### src/rtl/add_seq_pkg.sv
// add_seq_pkg: state type, default sizes and slice-count helpers for add_seq
package add_seq_pkg;
   typedef enum logic [1:0] {IDLE, CALC, HOLD} state_t;
   localparam int DEF_WIDTH = 64;
   localparam int DEF_SLICE = 16;
   function automatic int nslice(input int width, input int slice);
      return width / slice;
   endfunction
   function automatic int idx_w(input int width, input int slice);
      return nslice(width, slice) > 1 ? $clog2(nslice(width, slice)) : 1;
   endfunction
endpackage

### src/rtl/add_seq_if.sv
// add_seq_if: operand/result valid-ready bundle for add_seq
interface add_seq_if import add_seq_pkg::*; #(parameter int WIDTH = DEF_WIDTH);
   logic in_valid, in_ready, cin, sub, out_valid, out_ready, cout;
   logic [WIDTH-1:0] a, b, sum;
   modport master(output in_valid, a, b, cin, sub, out_ready, input in_ready, out_valid, sum, cout);
   modport slave(input in_valid, a, b, cin, sub, out_ready, output in_ready, out_valid, sum, cout);
endinterface

### src/rtl/add_slice.sv
// add_slice: SLICE-bit combinational ripple-carry adder
module add_slice #(parameter int SLICE = 16) (
   input  logic [SLICE-1:0] x,
   input  logic [SLICE-1:0] y,
   input  logic             ci,
   output logic [SLICE-1:0] s,
   output logic             co
);
   logic [SLICE:0] c;
   always_comb begin
      c = '0;
      s = '0;
      c[0] = ci;
      for (int i = 0; i < SLICE; i++) begin
         s[i] = x[i] ^ y[i] ^ c[i];
         c[i+1] = (x[i] & y[i]) | (c[i] & (x[i] ^ y[i]));
      end
   end
   assign co = c[SLICE];
endmodule

### src/rtl/add_seq.sv
// add_seq: multi-cycle add reusing one SLICE-bit adder per clock; ADD_SEQ_SUB_EN adds a - b support
module add_seq import add_seq_pkg::*; #(
   parameter int WIDTH = DEF_WIDTH,
   parameter int SLICE = DEF_SLICE
) (
   input  logic       clk,
   input  logic       rst,
   add_seq_if.slave   io,
   output logic       busy
);
   localparam int NSLICE = nslice(WIDTH, SLICE);
   localparam int IW = idx_w(WIDTH, SLICE);
   state_t state, state_n;
   logic [WIDTH-1:0] a_r, b_r, sum_r, b_eff;
   logic [IW-1:0] idx;
   logic [SLICE-1:0] s;
   logic carry, cout_r, co, cin_eff, last, accept;
`ifdef ADD_SEQ_SUB_EN
   assign b_eff = io.sub ? ~io.b : io.b;
   assign cin_eff = io.sub | io.cin;
`else
   logic unused_sub;
   assign unused_sub = io.sub;
   assign b_eff = io.b;
   assign cin_eff = io.cin;
`endif
   assign last = idx == IW'(NSLICE - 1);
   assign accept = state == IDLE && io.in_valid;
   add_slice #(.SLICE(SLICE)) u_slice (
      .x(a_r[idx*SLICE +: SLICE]),
      .y(b_r[idx*SLICE +: SLICE]),
      .ci(carry),
      .s(s),
      .co(co)
   );
   always_comb begin
      state_n = state;
      state_n = state == IDLE ? (io.in_valid ? CALC : IDLE) :
                state == CALC ? (last ? HOLD : CALC) :
                (io.out_ready ? IDLE : HOLD);
   end
   always_ff @(posedge clk)
      if (rst) state <= IDLE;
      else state <= state_n;
   // carry is preloaded with the effective cin so slice 0 needs no special case
   always_ff @(posedge clk)
      if (rst) begin
         a_r <= '0;
         b_r <= '0;
         sum_r <= '0;
         idx <= '0;
         carry <= 1'b0;
         cout_r <= 1'b0;
      end else if (accept) begin
         a_r <= io.a;
         b_r <= b_eff;
         carry <= cin_eff;
         idx <= '0;
      end else if (state == CALC) begin
         sum_r[idx*SLICE +: SLICE] <= s;
         carry <= co;
         idx <= idx + 1'b1;
         if (last) cout_r <= co;
      end
   assign io.in_ready = state == IDLE;
   assign io.out_valid = state == HOLD;
   assign io.sum = sum_r;
   assign io.cout = cout_r;
   assign busy = state != IDLE;
endmodule

### src/flat_wrapper.sv
// flat-port wrapper written by rule: the top's interface ports become plain ports
module add_seq_flat import add_seq_pkg::*;
#(
   parameter int WIDTH = DEF_WIDTH,
   parameter int SLICE = DEF_SLICE
)
  (clk, rst, busy, io_in_valid, io_a, io_b, io_cin, io_sub, io_out_ready, io_in_ready, io_out_valid, io_sum, io_cout);
  add_seq_if #(.WIDTH(WIDTH)) io_i ();
  input  logic clk;
  input  logic rst;
  output logic busy;
  input wire logic [$bits(io_i.in_valid)-1:0] io_in_valid;
  input wire logic [$bits(io_i.a)-1:0] io_a;
  input wire logic [$bits(io_i.b)-1:0] io_b;
  input wire logic [$bits(io_i.cin)-1:0] io_cin;
  input wire logic [$bits(io_i.sub)-1:0] io_sub;
  input wire logic [$bits(io_i.out_ready)-1:0] io_out_ready;
  output wire logic [$bits(io_i.in_ready)-1:0] io_in_ready;
  output wire logic [$bits(io_i.out_valid)-1:0] io_out_valid;
  output wire logic [$bits(io_i.sum)-1:0] io_sum;
  output wire logic [$bits(io_i.cout)-1:0] io_cout;
  assign io_i.in_valid = io_in_valid;
  assign io_i.a = io_a;
  assign io_i.b = io_b;
  assign io_i.cin = io_cin;
  assign io_i.sub = io_sub;
  assign io_i.out_ready = io_out_ready;
  assign io_in_ready = io_i.in_ready;
  assign io_out_valid = io_i.out_valid;
  assign io_sum = io_i.sum;
  assign io_cout = io_i.cout;
  add_seq #(.WIDTH(WIDTH), .SLICE(SLICE)) u_core (.clk(clk), .rst(rst), .io(io_i), .busy(busy));
endmodule
### config.mk
export PLATFORM = sky130hd
export DESIGN_NAME = add_seq_flat
export DESIGN_NICKNAME = d
export VERILOG_FILES = /design/src/rtl/add_seq_pkg.sv /design/src/rtl/add_seq_if.sv /design/src/rtl/add_slice.sv /design/src/rtl/add_seq.sv /design/src/flat_wrapper.sv
export SDC_FILE = /design/constraint.sdc
export NUM_CORES = 1
export LEC_CHECK = 0
export ABC_AREA = 1
export ABC_CLOCK_PERIOD_IN_PS = 13300
export BUFFER_PORTS_ARGS = -buffer_cell sky130_fd_sc_hd__buf_2
export CAP_MARGIN = 20
export CORE_UTILIZATION = 40
export CTS_CLUSTER_DIAMETER = 150
export DETAILED_ROUTE_END_ITERATION = 10
export PLACE_DENSITY = 0.63
export SLEW_MARGIN = 25
export SYNTH_ARGS = -nofsm -noshare
export SYNTH_HDL_FRONTEND = slang
export SYNTH_SLANG_ARGS = --single-unit
### constraint.sdc
create_clock -name clk -period 13.3 [get_ports clk]
set_input_delay 2.66 -clock clk [delete_from_list [all_inputs] [get_ports clk]]
set_output_delay 2.66 -clock clk [all_outputs]
set_load 0.01 [all_outputs]
[Yosys cells after proc, flatten, opt, wreduce, memory -nomap -nowiden]
Index checks and enable logic that the tools add are counted.
Word-level totals
  latch bits: 0
  output and inout port bits: 68
  bits in read-only memories: 0
  bits in writable memories: 0
  word-level logic and storage cells: 112
  register bits after elaboration: 198
  memories kept: 0
Operators by class
  add/subtract/negate cells: 2
  div/mod/pow operators: 0
  mux-type cells: 8
  bitwise operators: 81
  reduce and logical (&&, ||, !) cells: 7
  equality and inequality tests: 3
  shift-type cells: 4
  $lt $le $gt $ge: 0
  multipliers: 0
Operator list (number)
  64-bit by 7-bit indexed part select with 16-bit output: 2
  64-bit bitwise mux: 1
  16-bit by 34-bit variable shift with 64-bit output, first input constant: 1
  16-bit by 34-bit indexed part select with 64-bit output: 1
  6-bit negation with 34-bit output: 1
  1-bit AND: 32
  1-bit bitwise XOR: 32
  1-bit bitwise OR: 16
  2-bit 2-to-1 mux: 4
  2-bit equality test, second input constant: 2
  2-bit nonzero test: 2
  1-bit 2-to-1 mux: 3
  3-bit AND reduction: 1
  2-bit by 1-bit adder with 2-bit output, second input constant: 1
  2-bit by 1-bit equality test with 1-bit output, second input constant: 1
  2-bit zero test: 1
  2-bit AND reduction: 1
  2-bit OR reduction: 1
  1-bit logical AND: 1
  1-bit inverter: 1

[Depth between registers and ports, before layout]
Gate-level depths: netlist (run 1).
  word-level depth: 36
  depth in mapped cells: 31

[Hierarchy]
Synthesis (run 1) repeated with hierarchy kept, for this count alone.
Second synthesis, totals
  cells, all modules: 1146
  area, all modules: 8565.7 um2
By module, submodules not included
  add_seq: cells an instance 1120, instances 1, area an instance 8207.9 um2, sequential area each 3963.8 um2
  add_slice: cells an instance 26, instances 1, area an instance 357.8 um2, sequential area each 0.0 um2

[Least setup slack after synthesis (run 1)]
Ideal clock, no wire load.
  kind: register to register
  start: reg u_core.idx[0]
  end: reg u_core.sum_r[31] (netlist: u_core.io.sum[31])
  path buffers: 2
  clock period less this slack: 7023 ps
  stages on the path, launching flop included: 31
  arrival: 6906 ps
  required time: 13183 ps
  path slack: 6277 ps
  cell sequence: dfxtp_1 buf_2 buf_2 nand2_1 o21ai_0 a21oi_1 fa_1 fa_1 fa_1 fa_1 fa_1 fa_1 fa_1 fa_1 fa_1 fa_1 fa_1 inv_1 fa_1 inv_1 fa_1 inv_1 fa_1 fa_1 fa_1 nand2_1 nor2_1 nand2_1 nand2_1 inv_1 nor2_1
On the way
  cells in the longest elaborated chain, start to end: 35
  elaborated cells between the ends (all ways): 83
Ends and longest elaborated chain
  from (decl): RTL line add_seq.sv:15  | logic [IW-1:0] idx;
  from (signal assigned): RTL line add_seq.sv:62  | idx <= idx + 1'b1;
  64-bit by 7-bit indexed part select with 16-bit output, on equally long branches: RTL line add_seq.sv:30, add_seq.sv:31
  1-bit bitwise XOR: RTL line add_slice.sv:15, add_slice.sv:16
  1-bit AND: RTL line add_slice.sv:16  | c[i+1] = (x[i] & y[i]) | (c[i] & (x[i] ^ y[i]));
  1-bit bitwise OR: RTL line add_slice.sv:16
  1-bit AND: RTL line add_slice.sv:16
  1-bit bitwise OR: RTL line add_slice.sv:16
  1-bit AND: RTL line add_slice.sv:16
  1-bit bitwise OR: RTL line add_slice.sv:16
  [19 not listed]
  1-bit bitwise OR: RTL line add_slice.sv:16
  1-bit AND: RTL line add_slice.sv:16
  1-bit bitwise OR: RTL line add_slice.sv:16
  1-bit AND: RTL line add_slice.sv:16
  1-bit bitwise OR: RTL line add_slice.sv:16
  1-bit bitwise XOR: RTL line add_slice.sv:15  | s[i] = x[i] ^ y[i] ^ c[i];
  16-bit by 34-bit indexed part select with 64-bit output: RTL line add_seq.sv:60  | sum_r[idx*SLICE +: SLICE] <= s;
  64-bit bitwise mux (*): RTL line add_seq.sv:60
  to (signal, indexed assignment): RTL line add_seq.sv:60
  to (decl): RTL line add_seq.sv:14  | logic [WIDTH-1:0] a_r, b_r, sum_r, b_eff;
Mark *: on every way between the ends. The rest lies on a longest branch, timed or not.
A chain may end at the register's enable or synchronous reset.

[Worst setup path after layout (run 1)]
Same ends and word-level chain as after synthesis.

==> out/metrics.yaml, run 1 <==
status:
  status: "complete, no violations"
timing:
  hold_viol_final: 0
  fin_skew_ps: 13.6
  finalSetupViolations: 0
  tightest_slew_ps: 1040
  slew_violations: 0
  fin_crit_ps: 8360
  fin_crit_sh_pct: 62.8
  max_freq_mhz: 120
  final.setup.tns_ps: 0
  rsz0062_at_grt: "no"
  slew_headroom_pct: 30.7
global_route:
  grt_pass1_vias: 7454
  grt.total_usage_pct: 22.9
  antenna_found_initial: 0
  top_usage_layer: "met2"
  grt.met2_usage_pct: 37.0
  use_met3_pct: 4.45
  grt_pass1_wl_um: 39200
  grt_max_degree: 120
  grtUsageMet1_pct: 30.7
  grt-ovfl-total: 0
place:
  dpl_cell_area_um2: 9680
  dpl.hpwl_um: 17900
  port_buffers: 200
  gp_congestion: 0.837
logic_synthesis:
  synth_cell_types: 25
  synth-seq-cells: 198
  syn_area_um2: 8750
  yosysWarningCount: 0
  syn_inst: 1210
  ys_seq_area_share_pct: 45.3
  syn_avg_cell_area_um2: 7.23
  synth_fp_nets: 1366
critical_path:
  arrival_ps: 8680
  critPathKind: "register to register"
  crit_top_cell: "fa_1"
  setup.worst_path.start_class: "register"
  r2r_slack_ps: 4940
  r2r_end: "u_core.io.sum[31]"
  cp_slowest_cell: "dfxtp_2"
  worstPathMaxFanout: 70
  critical_path.endpoint_type: "register"
  max_stage_delay_ps: 800
  cp-startpoint: "u_core.idx[0]"
  r2r_cells: 29
  r2r_start: "u_core.idx[0]"
  cp.required_ps: 13620
clock_network:
  cts-root-buf: "clkbuf_16"
  tritoncts: "yes"
  cts_setup_buffers: 0
  hold_buffers: 0
  cts_made_buffers: 17
  h-tree-depth: 4
  ctsResizeCount: 0
  cts.sinks: 198
  cts_buffer_depth: 2
  clkLatencyLatePin_ps: 440
  cts.clk_slew.worst_paths_ps: 70
drt:
  vias: 8190
  first_iter_violations: 538
  routed_wl_um: 25300
  firstDrtPassIters: 5
  vias_per_cell: 5.00
  drc: 0
  ant_nets: 0
  routedWlPerCell_um: 15.4
hold_path:
  hold_start: "u_core.b_r[7]"
  holdPathStages: 2
  hold_class: "register to register"
  worstHoldEndpoint: "u_core.b_r[7]"
floorplanning:
  core_um2: 21200
  die_h_um: 150
  initial_utilization_pct: 41.2
  rows: 53
  dieWidth_um: 150
  io_pins: 202
  die_area_um2: 22500
final_layout:
  syn2layout_area_growth_pct: 17.6
  final_area_um2: 10300
  drive_gt1_share_pct: 18.5
  fin_nets: 1506
  antennaDiodeCount: 0
pwr:
  power_uw: 1440
  vdd_drop_max_mv: 0.0778
  power_leakage_uw: 0.00467
  pwr_density_cell_nw_per_um2: 140
run:
  maxCapViolations: 0
## Yosys cell counts, drive strengths merged
cell / count / area share [%]
clkbuf: 36 / 1.6
clkinv: 1 / 0.043
nand3: 21 / 1.3
nand2: 122 / 5.3
fa: 16 / 3.7
nor2: 341 / 15
buf: 51 / 3.9
o21ai: 237 / 14
ha: 6 / 0.86
nor3: 2 / 0.11
dfxtp: 198 / 45
inv: 77 / 3.3
o22ai: 8 / 0.57
a21oi: 94 / 5.4
## registers in the layout, summed over array words and instances (netlist names)
| signal | cells |
|---|---|
| u_core.a_r | 64 |
| u_core.b_r | 64 |
| u_core.carry | 1 |
| u_core.idx | 2 |
| u_core.io.cout | 1 |
| u_core.io.sum | 64 |
| u_core.state | 2 |
## through the flow
stage	util, %	setup slack (ps)	hold WS, ps	std cells
2_1_floorplan	-	6280	424	1210
3_3_place_gp	45.6	5070	435	1606
3_5_place_dp	45.6	5010	443	1606
4_1_cts	48.5	4990	454	1638
5_1_grt	48.5	4560	480	1638
6_report	48.5	4940	452	1638
## layout by cell type, fill, tap and decap left out, drive strengths merged
cell | synthesis | routed
clkinv | 1 | 4
o21ai | 237 | 237
nor3 | 2 | 2
ha | 6 | 6
clkinvlp | 0 | 3
nand3 | 21 | 21
buf | 51 | 208
fa | 16 | 16
nand2 | 122 | 122
nor2 | 341 | 341
a21oi | 94 | 94
inv | 77 | 83
dfxtp | 198 | 198
bufinv | 0 | 2
clkbuf | 36 | 18
o22ai | 8 | 8
## critical path, delay by kind of cell (launching register included)
family / cells / cell delay [ps]
and+or+nand+nor: 6 / 500
AOI/OAI and AO/OA: 2 / 260
buffers and inverters: 5 / 920
DFF: 1 / 800
adders and majority gates: 16 / 5750
## area by class of cell
type                    count  area (µm²)
clock buffers              18         439
clock inverters            14         163
fillers                  2220       10900
inverters                  78         294
multi-input cells         847        4020
flip-flops and latches    198        3970
well taps                 275         344
repair buffers            208        1060
## per-layer routing
layer,vias up,wire length (µm)
met4,0,558
li1,4161,-
met5,-,0
met3,27,1440
met1,3760,11600
met2,242,11700
## report_power, final
group / internal (µW) / total (µW) / switching [µW]
clock network: 288 / 532 / 244
registers: 640 / 665 / 24.5
logic: 86.0 / 242 / 156
## kinds of logic (layout without fill, tap and decap cells)
family | after synthesis | after routing | share of synthesized area, %
adder cells (fa/ha/maj) | 22 | 22 | 4.52
flip-flops | 198 | 198 | 45.3
AND/OR/NAND/NOR | 486 | 486 | 21.9
AO/OA/AOI/OAI | 339 | 339 | 19.5
buffers and inverters | 165 | 318 | 8.78
## worst max-delay path by stage
stage	end	slack (ps)	depth (start not counted)
finish	u_core.io.sum[31]	4940	29
floorplan	u_core.io.sum[31]	6280	30
global route	u_core.io.sum[31]	4560	29
detailed placement	u_core.io.sum[31]	5010	29
CTS	u_core.io.sum[31]	4990	29
global placement	u_core.io.sum[31]	5070	29
Power figures use the tool's default switching activity.
==> run 2, diff against run 1 <==
--- a/config.mk
+++ b/config.mk
@@ -5,14 +5,14 @@
 export SDC_FILE = /design/constraint.sdc
 export NUM_CORES = 1
 export LEC_CHECK = 0
-export ABC_AREA = 1
-export ABC_CLOCK_PERIOD_IN_PS = 13300
+export ABC_AREA = 0
+export ABC_CLOCK_PERIOD_IN_PS = 7800
 export BUFFER_PORTS_ARGS = -buffer_cell sky130_fd_sc_hd__buf_2
 export CAP_MARGIN = 20
 export CORE_UTILIZATION = 40
 export CTS_CLUSTER_DIAMETER = 150
 export DETAILED_ROUTE_END_ITERATION = 10
-export PLACE_DENSITY = 0.63
+export PLACE_DENSITY = 0.64
 export SLEW_MARGIN = 25
 export SYNTH_ARGS = -nofsm -noshare
 export SYNTH_HDL_FRONTEND = slang
==> constraint.sdc (replaced) <==
create_clock -name clk -period 7.8 [get_ports clk]
set_input_delay 1.56 -clock clk [delete_from_list [all_inputs] [get_ports clk]]
set_output_delay 1.56 -clock clk [all_outputs]
set_load 0.01 [all_outputs]
==> run 2 against run 1 <==
- count of clock-buffer cells in the layout grew 4
- fmax is 17% higher
- cell count shrank 21%
- non-clock buffer count grew 1
- worst hold slack is essentially flat
- first-iteration DRC count decreased by 34%
- synthesized cell count is 30% lower
- die area is 7.2% lower
- critical path type unchanged
- largest cell class is now registers
==> out/metrics.yaml, run 2 <==
timing:
  rsz0062_at_grt: "no"
  fin_skew_ps: 8.06  # -5.54 ps
  slew_violations: 0  # unchanged
  slew_headroom_pct: 30.4  # -0.39 points
  fin_crit_ps: 7130  # -1230 ps
  fin_crit_sh_pct: 91.4  # +29 points
  final.setup.tns_ps: 0  # unchanged
  fin_ws_ps: 667  # -4270 ps
  hold_viol_final: 0  # unchanged
  tightest_slew_ps: 1040  # -2.00 ps
  finalSetupViolations: 0  # unchanged
  max_freq_mhz: 140  # +17%
logic_synthesis:
  syn_avg_cell_area_um2: 9.59  # +33%
  synth_fp_nets: 1001  # -27%
  synth_top_flop_cell: "dfxtp_1"
  yosysWarningCount: 0  # unchanged
  synthTopCellsByArea: "dfxtp_1, nand2_1, mux4_2, a21oi_1, a22o_1"
  synth_cell_types: 29  # +16%
  synth-async-reset-ratio_pct: 0  # unchanged
  ys_seq_area_share_pct: 48.9  # +3.6 points
  synth-edff-count: 0  # unchanged
  synth.top_cell.area_share_pct: 48.9  # +3.6 points
  synth-seq-cells: 198  # unchanged
  syn_inst: 845  # -30%
  syn_area_um2: 8110  # -7.3%
  netlist_top_cells_count: "nand2_1, dfxtp_1, a21oi_1"
  yosysMostFrequentCell: "nand2_1"
  post-synth-top-area-cell: "dfxtp_1"
place:
  port_buffers: 200  # unchanged
  dpl_cell_area_um2: 9130  # -5.7%
  dpl.hpwl_um: 14800  # -18%
  gp_congestion: 0.763  # -8.8%
  pre_cts_ws_ps: 680  # -4330 ps
critical_path:
  setup.worst_path.start_class: "register"
  critPathBufInv: 4  # -1
  crit_top_cell: "fa_1"
  crit_chain: "mux4_2, inv_1, fa_1, fa_1, fa_1, fa_1, fa_1, fa_1, fa_1, fa_1, fa_1, fa_1, fa_1, inv_1, fa_1, inv_1, fa_1, inv_1, fa_1, fa_1, fa_1, nor2b_1, a22o_1"
  cp.depth: 23  # -21%
  cp-startpoint: "u_core.idx[0]"
  critPathKind: "register to register"
  arrival_ps: 7460  # -1220 ps
  cp_slowest_cell: "fa_1"
  cp_top_family: "adder cells"
  worstPathMaxFanout: 5  # -93%
  max_stage_delay_ps: 460  # -340 ps
  r2r_cells: 23  # -21%
  critical_path.endpoint_type: "register"
  r2r_start: "u_core.idx[0]"
  cp.required_ps: 8130  # -5490 ps
pwr:
  power_leakage_uw: 0.00402  # -14%
  pwr_density_cell_nw_per_um2: 227  # +62%
  vdd_drop_max_mv: 0.128  # +64%
drt:
  first_iter_violations: 355  # -34%
  routed_wl_um: 21000  # -17%
  vias_per_cell: 4.97  # -0.67%
  vias: 6407  # -22%
  firstDrtPassIters: 4  # -1
  ant_nets: 0  # unchanged
  drc: 0  # unchanged
  routedWlPerCell_um: 16.3  # +5.6%
hold_path:
  hold_start: "u_core.b_r[57]"
  hold_class: "register to register"
  holdPathStages: 2  # unchanged
clock_network:
  cts_buffer_depth: 2  # unchanged
  cts.sinks: 198  # unchanged
  h-tree-depth: 4  # unchanged
  ctsResizeCount: 0  # unchanged
  cts-root-buf: "clkbuf_16"
  cts_setup_buffers: 0  # unchanged
  hold_buffers: 0  # unchanged
  cts.clk_slew.worst_paths_ps: 70  # about the same
  tritoncts: "yes"
  cts_made_buffers: 17  # unchanged
  clkLatencyLatePin_ps: 440  # about the same
floorplanning:
  core_um2: 19700  # -7.4%
  die_area_um2: 20800  # -7.2%
  rows: 51  # -3.8%
  io_pins: 202  # unchanged
  dieWidth_um: 144  # -3.7%
  die_h_um: 144  # -3.7%
  initial_utilization_pct: 41.2  # about the same
final_layout:
  final_area_um2: 9720  # -5.6%
  drive_gt1_share_pct: 28.1  # +9.6 points
  fin_nets: 1166  # -23%
  fillCellCount: 1928  # -13%
  final_common_cell: "nand2_1"
  mostFrequentLayoutCells: "nand2_1, buf_2, dfxtp_1"
  syn2layout_area_growth_pct: 19.9
global_route:
  antenna_found_initial: 1  # +1
  grt-ovfl-total: 0  # unchanged
  grt.total_usage_pct: 20.6  # -2.3 points
  grt_pass1_vias: 5943  # -20%
  grt_pass1_wl_um: 32200  # -18%
  grt_max_degree: 97  # -19%
status:
  status: "complete, no violations"
run:
  maxCapViolations: 0  # unchanged
run 2: cell types whose count changed after synthesis, sizes merged, moves of 18 or more:
cell	before	now
a22o	0	64
nand3	21	1
nor2	341	14
nand2	122	262
clkbuf	36	18
inv	77	32
mux4	0	32
a21oi	94	134
o21ai	237	0
run 2: power by group:
part / switching [µW] / internal (µW) / total (µW) / leakage, µW
Clock: 384 / 475 / 859 / 0.000278
Combinational: 157 / 104 / 261 / 0.00213
Sequential: 25.5 / 1060 / 1080 / 0.00162
run 2: worst paths after layout:
path                        to  slack (ps)
max          u_core.io.sum[47]         670
min             u_core.b_r[57]         450
max reg2reg  u_core.io.sum[47]         670
min reg2reg     u_core.b_r[57]         450
run 2: cells by family (layout without fill, tap and decap cells):
kind of cell,Yosys count,count (layout),synth area share [%]
AOI/OAI and AO/OA,200,200,15.7
xor gates and xnor gates,1,1,0.108
adders and majority gates,22,22,4.88
buffers and inverters,95,273,6.28
DFF,198,198,48.9
muxes,33,33,9.01
other,0,2,0
and+or+nand+nor,296,296,15.2
run 2: worst min-delay path, delay by kind of cell, from the launching register on:
family | cells | cell delay [ps]
AO/OA/AOI/OAI | 1 | 50
flip-flops | 1 | 310
AND/OR/NAND/NOR | 1 | 50
run 2: final cells by class:
type,count,area [µm²],share of cell area (%)
multi-input combinational,552,3640,37.5
sequential,198,3970,40.8
inverter,32,120,1.24
timing repair buffer,209,1070,11.0
clock buffer,22,484,4.98
antenna,2,5.00,0.0515
clock inverter,10,97.6,1.00
tap,265,332,3.41
run 2: per-stage QoR:
stage               utilization, %  total power, µW  hold slack, ps  instances
finish                        49.4             2200             453       1290
global route                  49.4             2290             465       1288
CTS                           49.4             2220             454       1288
detailed placement            46.5             1370             444       1256
global placement              46.5             1360             439       1256
floorplan                        -             1280             433        845
run 2: per-layer routing:
layer	up-vias	share of wire (%)	track usage (%)
met2	179	46	32.5
li1	3193	-	-
met5	-	0	0
met4	0	1.5	6.54
met1	3013	47	28.0
met3	22	5.1	4.40
